## src/rtl/io_port.sv

```systemverilog
// Memory-mapped I/O port at CPU address 0: stores feed an outbound FIFO,
// loads drain an inbound FIFO, with sticky overflow/underflow flags.
module io_port #(
   parameter int unsigned TX_DEPTH = 4,
   parameter int unsigned RX_DEPTH = 2
) (
   input  logic        clk,
   input  logic        rst_n,
   input  logic [15:0] addr,
   input  logic [15:0] data,
   input  logic        we,
   input  logic        rd_en,
   output logic [15:0] io_word,
   output logic [15:0] tx_data,
   output logic        tx_valid,
   input  logic        tx_ready,
   input  logic [15:0] rx_data,
   input  logic        rx_valid,
   output logic        rx_ready,
   output logic        tx_full,
   output logic        rx_empty,
   output logic        overflow,
   output logic        underflow
);

   localparam int unsigned TX_AW = $clog2(TX_DEPTH);
   localparam int unsigned TX_CW = TX_AW + 1;
   localparam int unsigned RX_AW = $clog2(RX_DEPTH);
   localparam int unsigned RX_CW = RX_AW + 1;

   logic [15:0]      tx_mem [TX_DEPTH];
   logic [TX_AW-1:0] tx_wr;
   logic [TX_AW-1:0] tx_rd;
   logic [TX_CW-1:0] tx_cnt;

   logic [15:0]      rx_mem [RX_DEPTH];
   logic [RX_AW-1:0] rx_wr;
   logic [RX_AW-1:0] rx_rd;
   logic [RX_CW-1:0] rx_cnt;

   logic sel;
   logic tx_push;
   logic tx_pop;
   logic tx_drop;
   logic rx_push;
   logic rx_pop;
   logic rx_under;

   // Status derived from the occupancy counts
   assign sel      = (addr == 16'h0000);
   assign tx_valid = (tx_cnt != '0);
   assign tx_full  = (tx_cnt == TX_CW'(TX_DEPTH));
   assign rx_empty = (rx_cnt == '0);
   assign rx_ready = (rx_cnt != RX_CW'(RX_DEPTH));

   // Handshake qualifiers; a full FIFO refuses a push even when popping
   assign tx_push  = we & sel & ~tx_full;
   assign tx_drop  = we & sel & tx_full;
   assign tx_pop   = tx_valid & tx_ready;
   assign rx_push  = rx_valid & rx_ready;
   assign rx_pop   = rd_en & sel & ~rx_empty;
   assign rx_under = rd_en & sel & rx_empty;

   // Head words presented to the sink and to the CPU
   assign tx_data = tx_mem[tx_rd];
   assign io_word = rx_empty ? 16'h0000 : rx_mem[rx_rd];

   // TX storage, written only on an accepted push
   always_ff @(posedge clk) begin
      if (tx_push) tx_mem[tx_wr] <= data;
   end

   // RX storage, written only on an accepted push
   always_ff @(posedge clk) begin
      if (rx_push) rx_mem[rx_wr] <= rx_data;
   end

   // TX pointers and occupancy
   always_ff @(posedge clk or negedge rst_n) begin
      if (!rst_n) begin
         tx_wr  <= '0;
         tx_rd  <= '0;
         tx_cnt <= '0;
      end else begin
         if (tx_push) tx_wr <= tx_wr + TX_AW'(1);
         if (tx_pop)  tx_rd <= tx_rd + TX_AW'(1);
         case ({tx_push, tx_pop})
            2'b10:   tx_cnt <= tx_cnt + TX_CW'(1);
            2'b01:   tx_cnt <= tx_cnt - TX_CW'(1);
            default: tx_cnt <= tx_cnt;
         endcase
      end
   end

   // RX pointers and occupancy
   always_ff @(posedge clk or negedge rst_n) begin
      if (!rst_n) begin
         rx_wr  <= '0;
         rx_rd  <= '0;
         rx_cnt <= '0;
      end else begin
         if (rx_push) rx_wr <= rx_wr + RX_AW'(1);
         if (rx_pop)  rx_rd <= rx_rd + RX_AW'(1);
         case ({rx_push, rx_pop})
            2'b10:   rx_cnt <= rx_cnt + RX_CW'(1);
            2'b01:   rx_cnt <= rx_cnt - RX_CW'(1);
            default: rx_cnt <= rx_cnt;
         endcase
      end
   end

   // Sticky error flags, cleared only by reset
   always_ff @(posedge clk or negedge rst_n) begin
      if (!rst_n) begin
         overflow  <= 1'b0;
         underflow <= 1'b0;
      end else begin
         if (tx_drop)  overflow  <= 1'b1;
         if (rx_under) underflow <= 1'b1;
      end
   end

endmodule
```

## config.mk

```make
export PLATFORM = sky130hd
export DESIGN_NAME = io_port
export DESIGN_NICKNAME = d
export VERILOG_FILES = /design/src/rtl/io_port.sv
export SDC_FILE = /design/constraint.sdc
export NUM_CORES = 1
export LEC_CHECK = 0
export CORE_MARGIN = 1.5
export CORE_UTILIZATION = 40
export DETAILED_ROUTE_END_ITERATION = 12
export HOLD_SLACK_MARGIN = 0.06
export MAX_ROUTING_LAYER = met4
export PLACE_DENSITY = 0.65
export SYNTH_ARGS = -nofsm -noshare
export SYNTH_HDL_FRONTEND = slang
export SYNTH_SLANG_ARGS = --single-unit
export TNS_END_PERCENT = 10
```

## constraint.sdc

```tcl
create_clock -name clk -period 3.8 [get_ports clk]
set_clock_uncertainty 0.05 [all_clocks]
set_input_delay 0.38 -clock clk [delete_from_list [all_inputs] [get_ports clk]]
set_output_delay 0.38 -clock clk [all_outputs]
set_load 0.02 [all_outputs]
```

==> results of run 1 <==
per-layer routing:
| metal | wire, microns | vias to the layer above | track usage, % | share of wire [%] |
|---|---|---|---|---|
| li1 | - | 1017 | - | - |
| met1 | 3160 | 1076 | 17.4 | 43 |
| met2 | 3710 | 74 | 24.4 | 50 |
| met3 | 487 | 11 | 5.03 | 6.6 |
| met4 | 61 | 0 | 3.47 | 0.82 |
| met5 | 0 | - | - | 0 |
worst max-delay path by stage:
stage / cells past startpoint / from / to / slack (ns)
6_report: 3 / rx_rd / io_word[2] / 1.09
3_3_place_gp: 11 / addr[9] / tx_cnt[2] / 1.14
5_1_grt: 3 / rx_rd / io_word[8] / 0.92
2_1_floorplan: 11 / tx_cnt[0] / tx_cnt[2] / 1.58
4_1_cts: 3 / rx_rd / io_word[10] / 1.02
3_5_place_dp: 9 / addr[1] / tx_cnt[1] / 1.03
sequential cells by signal, summed over array words and instances (netlist names):
name,cells
tx_cnt,3
tx_rd,2
rx_rd,1
tx_wr,2
tx_mem,64
underflow,1
rx_mem,32
overflow,1
rx_cnt,2
rx_wr,1
layout make-up:
class / instances / share of cell area [%]
clock buffers: 10 / 2.33
clock inverters: 6 / 0.938
inverters: 7 / 0.480
multi-input cells: 92 / 17.4
flip-flops and latches: 109 / 58.6
well taps: 136 / 3.11
repair buffers: 94 / 17.1
logic make-up (layout without fill, tap and decap cells):
group	count (synthesis)	after routing
DFF	109	109
and+or+nand+nor	38	38
AOI/OAI and AO/OA	2	2
buffers and inverters	15	117
xor gates and xnor gates	11	11
muxes	34	34
adders and majority gates	7	7
synth_stat cells:
cell,n,area share [%]
sky130_fd_sc_hd__xor2_1,4,0.83
sky130_fd_sc_hd__buf_2,4,0.47
sky130_fd_sc_hd__fa_1,1,0.47
sky130_fd_sc_hd__and3_1,2,0.30
sky130_fd_sc_hd__nand2_1,2,0.18
sky130_fd_sc_hd__mux4_2,16,8.5
sky130_fd_sc_hd__clkbuf_1,2,0.18
sky130_fd_sc_hd__inv_1,7,0.62
sky130_fd_sc_hd__dfrtp_1,13,7.7
sky130_fd_sc_hd__a31o_2,2,0.41
sky130_fd_sc_hd__buf_4,1,0.18
sky130_fd_sc_hd__mux2i_1,17,4.0
sky130_fd_sc_hd__edfxtp_1,96,68
sky130_fd_sc_hd__nand2b_1,1,0.15
sky130_fd_sc_hd__and4_1,1,0.21
sky130_fd_sc_hd__and2_2,4,0.71
sky130_fd_sc_hd__nor4_2,1,0.30
sky130_fd_sc_hd__nor4_1,3,0.44
sky130_fd_sc_hd__ha_1,6,1.8
sky130_fd_sc_hd__nor2_1,20,1.8
sky130_fd_sc_hd__nand3b_1,1,0.18
sky130_fd_sc_hd__buf_6,1,0.27
sky130_fd_sc_hd__and2_1,1,0.15
sky130_fd_sc_hd__xnor2_1,7,1.4
sky130_fd_sc_hd__or3_1,1,0.15
sky130_fd_sc_hd__mux2_4,1,0.35
sky130_fd_sc_hd__and3b_1,1,0.21
power by group through the flow:
stage                     registers, mW  logic, mW  clock network (mW)
after floorplan                    1.50      0.704                   0
after global routing               1.55       1.25               0.688
after detailed placement           1.56       1.18                   0
after CTS                          1.53       1.18               0.647
after global placement             1.56       1.17                   0
final                              1.53       1.16               0.622
critical path, cell delays in order (launching register included):
cell                              delay [ns]
sky130_fd_sc_hd__dfrtp_1                0.96
sky130_fd_sc_hd__mux2i_1                0.17
sky130_fd_sc_hd__nor2_1                 0.17
sky130_fd_sc_hd__clkdlybuf4s50_1        0.63
per-stage QoR:
stage / setup WS [ns] / util [%] / cell area, sq um / hold slack, ns / total power, mW
2_1_floorplan: 1.58 / - / 4240 / 0.0344 / 2.21
3_3_place_gp: 1.14 / 51.5 / 5290 / 0.401 / 2.72
3_5_place_dp: 1.03 / 51.5 / 5290 / 0.408 / 2.73
4_1_cts: 1.02 / 53.2 / 5470 / 0.344 / 3.36
5_1_grt: 0.916 / 53.2 / 5470 / 0.371 / 3.49
6_report: 1.09 / 53.2 / 5470 / 0.336 / 3.31
==> results_tabular.tex, run 1 <==
\begin{tabular}{lr}
\hline
Metric & Value \\
\hline
\multicolumn{2}{l}{\textbf{Status}} \\
\quad Outcome & complete, no violations \\
\multicolumn{2}{l}{\textbf{Timing}} \\
\quad Slew at the pin with the worst max-slew slack & 0.929 ns \\
\quad Headroom to the max-slew limit & 38.1\% \\
\quad Endpoints failing hold & 0 \\
\quad Max Slew Vio Count & 0 \\
\quad Unrepaired setup endpoints after global routing & no \\
\quad Final sum of negative setup slack & 0 ns \\
\quad Final worst-path cycle share & 71.4\% \\
\quad Total of endpoints with negative setup slack in the final report & 0 \\
\quad Post-layout min period & 2.71 ns \\
\quad Top achievable clock speed & 368 MHz \\
\multicolumn{2}{l}{\textbf{Critical path}} \\
\quad Reg2Reg Capture Point & tx\_cnt[2] \\
\quad Setup slack on the worst flop-to-flop path & 1.56 ns \\
\quad Critical path class & flop to output pin \\
\quad Endpoint arrival time on the critical path & 2.28 ns \\
\quad Length in cells of the worst reg-to-reg path & 10 \\
\quad Highest fanout seen on the critical path & 17 \\
\quad Endpoint type of the worst setup path & output pin \\
\quad FF-to-FF Start & tx\_cnt[1] \\
\quad Critical path startpoint category & flop \\
\quad Required time of the worst setup path & 3.37 ns \\
\multicolumn{2}{l}{\textbf{Placement}} \\
\quad Half-perimeter wire length after detailed placement & 5020 microns \\
\quad PortBufs & 91 \\
\quad Global placement routability congestion & 0.733 \\
\quad Number of cells after detailed placement & 438 \\
\multicolumn{2}{l}{\textbf{Logic synthesis}} \\
\quad Average cell area after synthesis & 19.6 sq um \\
\quad Dominant combinational cell family by area after synthesis & multiplexers \\
\quad Mux share of post-synthesis cell area & 12.9\% \\
\quad Fraction of the yosys area taken by sequential cells & 75.7\% \\
\quad Post-synthesis xor/xnor area fraction & 2.27\% \\
\quad Post-synthesis simple-gate area fraction & 4.73\% \\
\quad Cell Area, Synth & 0.00424 sq mm \\
\quad Synth Warn \# & 0 \\
\quad Flip-flop and latch count after synthesis & 109 \\
\quad Cell count after synthesis & 216 \\
\quad Distinct cell type count after synthesis & 27 \\
\quad Total nets after synthesis & 277 \\
\quad Post-synthesis share of cell area spent on full adders, half adders and majority gates & 2.25\% \\
\quad Complex-gate fraction of the synthesized area & 0.414\% \\
\multicolumn{2}{l}{\textbf{Routing}} \\
\quad Number of remaining DRC errors & 0 \\
\quad Number of vias in the routed layout & 2178 \\
\quad Routed via count divided by cell count & 4.80 \\
\quad Router iterations before antenna repair & 4 \\
\quad Number of nets with antenna violations after detailed routing & 0 \\
\quad Detailed Route Iter0 Violations & 90 \\
\quad Average detailed-routed wire length per instance & 16.3 microns \\
\quad Post-detailed-routing wire length & 7410 microns \\
\multicolumn{2}{l}{\textbf{Global route}} \\
\quad First-pass GRT wire length & 12100 microns \\
\quad Overflow left after global routing & 0 \\
\quad Pin count of the biggest net entering global routing & 20 \\
\quad All-layer global routing usage & 14.7\% \\
\quad Number of antenna violations at the first check in global routing & 0 \\
\quad Vias in the first global route & 2425 \\
\multicolumn{2}{l}{\textbf{Finish}} \\
\quad Fraction of final layout cells sized beyond drive strength 1 & 12.9\% \\
\quad ANT cells & 0 \\
\quad Most common cell after layout, fill and taps aside & sky130\_fd\_sc\_hd\_\_edfxtp\_1 \\
\quad Top library cells by usage in the layout, fill and taps aside & sky130\_fd\_sc\_hd\_\_edfxtp\_1, sky130\_fd\_sc\_hd\_\_clkdlybuf4s50\_1, sky130\_fd\_sc\_hd\_\_nor2\_1 \\
\quad Area Overhead vs Synth & 29.2\% \\
\quad Count of fill cells added during filler insertion & 863 \\
\quad Storage element area & 0.00321 sq mm \\
\quad Footprint of the multi-input gates & 955 sq um \\
\quad Layout Nets & 374 \\
\quad Final cell count without fillers & 454 \\
\multicolumn{2}{l}{\textbf{Power and ir drop}} \\
\quad Switching power share of the total & 31.1\% \\
\quad Worst vdd ir & 0.292 mV \\
\quad Combinational share of power & 35.0\% \\
\quad Lkg Pwr & 1.85 nW \\
\quad Register share of total power & 46.2\% \\
\quad Part of the total power dissipated in the clock network & 18.8\% \\
\quad PD cells & 604 mW/mm\^{}2 \\
\quad Internal power summed over all cells & 2.28 mW \\
\quad Switching component of the power & 1.03 mW \\
\multicolumn{2}{l}{\textbf{Clock network}} \\
\quad Root buffer cell & sky130\_fd\_sc\_hd\_\_clkbuf\_8 \\
\quad CTS Buf Count & 9 \\
\quad H-tree Lvls & 3 \\
\quad Post-CTS repair timing setup buffer count & 0 \\
\quad Number of clock sinks seen by CTS & 109 \\
\quad Worst-path clk slew & 0.10 ns \\
\quad Cts repair resizes & 0 \\
\quad Clk Latency, worst-skew pair & 0.36 ns \\
\quad TritonCTS clock tree & done \\
\quad Number of hold-repair buffers added at the cts stage & 0 \\
\quad Max clock buf depth & 2 \\
\multicolumn{2}{l}{\textbf{Floorplan}} \\
\quad Overall die area & 0.0112 sq mm \\
\quad Die Width & 106 microns \\
\quad DIE HEIGHT & 106 microns \\
\quad Rows & 37 \\
\quad Initial Util & 41.2\% \\
\quad Core area & 0.0103 sq mm \\
\quad Number of top-level pins & 92 \\
\multicolumn{2}{l}{\textbf{Job}} \\
\quad Max-capacitance violation count & 0 \\
\multicolumn{2}{l}{\textbf{Min path}} \\
\quad Classification of the worst-slack hold path & primary input to asynchronous set/reset pin \\
\hline
\end{tabular}
No activity file was read; power rests on OpenSTA's default activity.
==> run 2, diff against run 1 <==
Clock period 3.8 ns to 2.83 ns, I/O delays scaled along.
==> results_tabular.tex, run 2 (same netlist as run 1, synthesis figures left out) <==
\begin{tabular}{lr}
\hline
Metric & Value \\
\hline
\multicolumn{2}{l}{\textbf{Power and ir drop}} \\
\quad Register share of total power & 44.5\% \\
\quad Lkg Pwr & 1.87 nW \\
\quad Worst vdd ir & 0.377 mV \\
\quad Internal power summed over all cells & 3.08 mW \\
\quad Combinational share of power & 36.1\% \\
\quad Switching power share of the total & 31.4\% \\
\quad PD cells & 815 mW/mm\^{}2 \\
\quad Part of the total power dissipated in the clock network & 19.4\% \\
\quad Switching component of the power & 1.41 mW \\
\quad Total power consumption of the routed design & 4.49 mW \\
\multicolumn{2}{l}{\textbf{Finish}} \\
\quad Area Overhead vs Synth & 30.0\% \\
\quad Layout Nets & 378 \\
\quad Flip-flop count of the largest register, all copies and words added & 64 \\
\quad Fraction of final layout cells sized beyond drive strength 1 & 14.3\% \\
\quad Top library cells by usage in the layout, fill and taps aside & sky130\_fd\_sc\_hd\_\_edfxtp\_1, sky130\_fd\_sc\_hd\_\_clkdlybuf4s50\_1, sky130\_fd\_sc\_hd\_\_nor2\_1 \\
\quad Largest register by flop count & tx\_mem \\
\quad Most common cell after layout, fill and taps aside & sky130\_fd\_sc\_hd\_\_edfxtp\_1 \\
\quad Largest registers & tx\_mem x64, rx\_mem x32, tx\_cnt x3 \\
\quad ANT cells & 0 \\
\multicolumn{2}{l}{\textbf{Clock network}} \\
\quad Worst-path clk slew & 0.10 ns \\
\quad TritonCTS clock tree & done \\
\quad Number of hold-repair buffers added at the cts stage & 0 \\
\quad Cts repair resizes & 0 \\
\quad Post-CTS repair timing setup buffer count & 0 \\
\quad CTS Buf Count & 9 \\
\quad Clk Latency, worst-skew pair & 0.36 ns \\
\quad Root buffer cell & sky130\_fd\_sc\_hd\_\_clkbuf\_8 \\
\quad Max clock buf depth & 2 \\
\quad Number of clock sinks seen by CTS & 109 \\
\quad H-tree Lvls & 3 \\
\multicolumn{2}{l}{\textbf{Routing}} \\
\quad Number of vias in the routed layout & 2213 \\
\quad Number of remaining DRC errors & 0 \\
\quad Detailed Route Iter0 Violations & 69 \\
\quad Number of nets with antenna violations after detailed routing & 0 \\
\quad Routed via count divided by cell count & 4.83 \\
\quad Post-detailed-routing wire length & 7340 microns \\
\quad Average detailed-routed wire length per instance & 16.0 microns \\
\quad Router iterations before antenna repair & 4 \\
\multicolumn{2}{l}{\textbf{Timing}} \\
\quad Post-layout min period & 2.50 ns \\
\quad Final worst-path cycle share & 88.3\% \\
\quad Headroom to the max-slew limit & 59.5\% \\
\quad Endpoints failing hold & 0 \\
\quad Max Slew Vio Count & 0 \\
\quad Final sum of negative setup slack & 0 ns \\
\quad Top achievable clock speed & 400 MHz \\
\quad Slew at the pin with the worst max-slew slack & 0.605 ns \\
\quad Unrepaired setup endpoints after global routing & no \\
\quad Total of endpoints with negative setup slack in the final report & 0 \\
\multicolumn{2}{l}{\textbf{Critical path}} \\
\quad Launch point of the critical path & tx\_rd[0] \\
\quad Highest fanout seen on the critical path & 18 \\
\quad Endpoint type of the worst setup path & output pin \\
\quad Critical path startpoint category & flop \\
\quad Required time of the worst setup path & 2.50 ns \\
\quad FF-to-FF Start & tx\_cnt[0] \\
\quad Critical path class & flop to output pin \\
\quad Endpoint arrival time on the critical path & 2.17 ns \\
\multicolumn{2}{l}{\textbf{Global route}} \\
\quad Overflow left after global routing & 0 \\
\quad Number of antenna violations at the first check in global routing & 0 \\
\quad Pin count of the biggest net entering global routing & 21 \\
\quad All-layer global routing usage & 14.4\% \\
\quad Vias in the first global route & 2384 \\
\quad First-pass GRT wire length & 11900 microns \\
\multicolumn{2}{l}{\textbf{Min path}} \\
\quad Classification of the worst-slack hold path & primary input to asynchronous set/reset pin \\
\multicolumn{2}{l}{\textbf{Floorplan}} \\
\quad Overall die area & 0.0112 sq mm \\
\quad Rows & 37 \\
\quad Initial Util & 41.2\% \\
\quad DIE HEIGHT & 106 microns \\
\quad Number of top-level pins & 92 \\
\quad Core area & 0.0103 sq mm \\
\quad Die Width & 106 microns \\
\multicolumn{2}{l}{\textbf{Status}} \\
\quad Outcome & complete, no violations \\
\multicolumn{2}{l}{\textbf{Job}} \\
\quad Max-capacitance violation count & 0 \\
\multicolumn{2}{l}{\textbf{Placement}} \\
\quad Half-perimeter wire length after detailed placement & 4890 microns \\
\quad Global placement routability congestion & 0.685 \\
\quad PortBufs & 91 \\
\hline
\end{tabular}
## run 2: cell types whose count changed in the layout (fill, tap and decap cells not counted), sizes merged
cell	change
clkinvlp	+1
clkinv	-5
inv	+4
buf	+4
## run 2: worst max-delay path: stages, from the launching register on
cell and delay [ns]:
sky130_fd_sc_hd__dfrtp_1 0.34, sky130_fd_sc_hd__buf_4 0.32, sky130_fd_sc_hd__mux4_2 0.57, sky130_fd_sc_hd__clkdlybuf4s50_1 0.56
## run 2: final timing paths
kind,slack [ns],end,cells past startpoint
max,0.33,tx_data[5],3
min,0.24,rx_cnt[1],1
max reg2reg,0.59,tx_cnt[2],10
min reg2reg,0.43,tx_rd[1],1
max in group asynchronous,2.09,tx_wr[0],1
min in group clk,0.43,tx_rd[1],1
## run 2: per-stage QoR
step                worst slack (ns)  utilization (%)  area (sq um)  cells  hold slack (ns)
global route                   0.213             53.6          5500    458            0.291
detailed placement             0.225             51.8          5320    442            0.411
finish                         0.332             53.6          5500    458            0.244
floorplan                      0.607                -          4240    216          -0.0626
global placement               0.325             51.8          5320    442            0.401
CTS                            0.275             53.6          5500    458            0.245
## run 2: area by class of cell
class,instances,area (sq um)
Fill cell,846,4770
Sequential cell,109,3210
Multi-Input combinational cell,92,955
Clock buffer,10,128
Clock inverter,6,53.8
Timing Repair Buffer,98,963
Tap cell,136,170
Inverter,7,26.3
## run 2: power groups by stage
stage / Sequential [mW] / Clock (mW) / Combinational [mW]
2_1_floorplan: 2.02 / 0 / 0.945
3_3_place_gp: 2.03 / 0 / 1.63
3_5_place_dp: 2.04 / 0 / 1.64
4_1_cts: 2.00 / 0.901 / 1.65
5_1_grt: 2.02 / 0.961 / 1.73
6_report: 2.00 / 0.870 / 1.62
## run 2: routing by layer
layer / vias to the layer above / global-route usage (%) / share of wire, %
li1: 1027 / - / -
met4: 0 / 4.92 / 1.3
met2: 70 / 23.9 / 50
met5: - / - / 0
met1: 1105 / 18.1 / 44
met3: 11 / 2.39 / 4.6
==> RTL edit (config.mk and constraints of run 2) <==
Change the parameter `TX_DEPTH` from 4 to 8.
--- a/src/rtl/io_port.sv
+++ b/src/rtl/io_port.sv
@@ -1,7 +1,7 @@
 // Memory-mapped I/O port at CPU address 0: stores feed an outbound FIFO,
 // loads drain an inbound FIFO, with sticky overflow/underflow flags.
 module io_port #(
-   parameter int unsigned TX_DEPTH = 4,
+   parameter int unsigned TX_DEPTH = 8,
    parameter int unsigned RX_DEPTH = 2
 ) (
    input  logic        clk,
Behaviour: not the same (a bounded check fails within 10 cycles, from zero or initial values and one cycle with rst_n low).
==> RTL edit against run 2 <==
Cell area rose by 62%. Worst setup slack got worse by 240 ps. Synthesized area rose by 66%. Combinational power rose by 48%. Power rose by 73%. Via count rose by 59%. Routed wire length rose by 77%. Synthesized cell count rose by 56%. Sequential cell count rose by 67. Worst hold slack improved by 3.6 ps. Sequential share of layout area rose by 0.25 points.
==> RTL edit: results <==
# TYPE chip_impl_metric gauge
chip_impl_metric{name="first_global_vias",unit=""} 3833
chip_impl_metric{name="net-switching-power",unit="mW"} 2.21
chip_impl_metric{name="grt_max_degree",unit=""} 35
chip_impl_metric{name="dpl.cell_count",unit=""} 656
chip_impl_metric{name="clk_latency",unit="ps"} 410
chip_impl_metric{name="place.gp.congestion",unit=""} 0.728
chip_impl_metric{name="fin_cells",unit=""} 687
chip_impl_metric{name="netlist_instances",unit=""} 338
chip_impl_metric{name="timing.critical_path.fanout_max",unit=""} 17
chip_impl_metric{name="first_iter_violations",unit=""} 251
chip_impl_metric{name="hold-worst-slack",unit="ps"} 248
chip_impl_metric{name="synthesis.nets",unit=""} 398
chip_impl_info{name="main_area_contributors_after_synthesis",value="sky130_fd_sc_hd__edfxtp_1 (68%), sky130_fd_sc_hd__mux4_1 (10%), sky130_fd_sc_hd__dfrtp_1 (5.7%), sky130_fd_sc_hd__mux2_2 (2.9%), sky130_fd_sc_hd__mux2i_1 (2.3%)"} 1
chip_impl_info{name="status",value="complete, no violations"} 1
chip_impl_metric{name="worst-r2r-cell-count",unit=""} 11
chip_impl_metric{name="vias_per_cell",unit=""} 5.11
chip_impl_metric{name="numCtsBuffers",unit=""} 17
chip_impl_metric{name="timing.critical_path.arrival",unit="ps"} 2410
chip_impl_metric{name="p_leak",unit="nW"} 3.05
chip_impl_info{name="clk_root_buffer_cell",value="sky130_fd_sc_hd__clkbuf_16"} 1
chip_impl_metric{name="first_pass_grt_wire_length",unit="um"} 20300
chip_impl_metric{name="ir_worst_vdd",unit="uV"} 578
chip_impl_metric{name="worst-r2r-setup-slack",unit="ps"} 420
chip_impl_metric{name="ctsHtreeMaxLevel",unit=""} 4
chip_impl_metric{name="placement.setup.worst_slack",unit="ps"} 55.0
chip_impl_metric{name="power.share.sequential",unit="%"} 40.9
chip_impl_metric{name="clk_pin_slew_worst_paths",unit="ps"} 60
chip_impl_info{name="biggestRegsByFlops",value="tx_mem (128), rx_mem (32), tx_cnt (4)"} 1
## RTL edit: timing repair
action | CTS | global route
hold buffers | 0 | 0
cloned | 0 | 1
pin swaps | 0 | 0
endpoints found under the setup margin | 12 | 4
resized for setup | 12 | 2
## RTL edit: routing by layer
| metal | global-route usage (%) | share of wire (%) | up-vias |
|---|---|---|---|
| li1 | - | - | 1605 |
| met1 | 18.4 | 43 | 1787 |
| met2 | 26.3 | 52 | 101 |
| met3 | 3.78 | 4.3 | 17 |
| met4 | 5.79 | 1.4 | 0 |
| met5 | - | 0 | - |
## RTL edit: logic make-up after synthesis
kind of cell             share of synthesized area (%)
adder cells (fa/ha/maj)                           1.07
multiplexers                                      17.2
buffers and inverters                             1.44
flip-flops                                        74.2
AND/OR/NAND/NOR                                   3.82
XOR/XNOR                                          1.75
AO/OA/AOI/OAI                                    0.553
## RTL edit: final cells by class
class / count / share of cell area [%]
repair buffers: 108 / 12.4
clock inverters: 12 / 1.32
multi-input cells: 145 / 19.6
clock buffers: 18 / 4.82
well taps: 225 / 3.17
inverters: 3 / 0.127
flip-flops and latches: 176 / 58.5
## RTL edit: worst max path at each step
stage | startpoint | endpoint
4_1_cts | tx_rd[0]$_DFFE_PN0P_ | tx_data[0]
3_3_place_gp | addr[15] | tx_cnt[2]$_DFFE_PN0P_
3_5_place_dp | addr[7] | tx_cnt[2]$_DFFE_PN0P_
6_report | tx_rd[0]$_DFFE_PN0P_ | tx_data[11]
2_1_floorplan | addr[7] | tx_mem[2][0]$_DFFE_PP_
5_1_grt | tx_rd[0]$_DFFE_PN0P_ | tx_data[15]
## RTL edit: critical path, delay by kind of cell, from the launching register on
| family | cells | cell delay, ps |
|---|---|---|
| DFF | 1 | 420 |
| muxes | 2 | 820 |
| buffers and inverters | 2 | 720 |
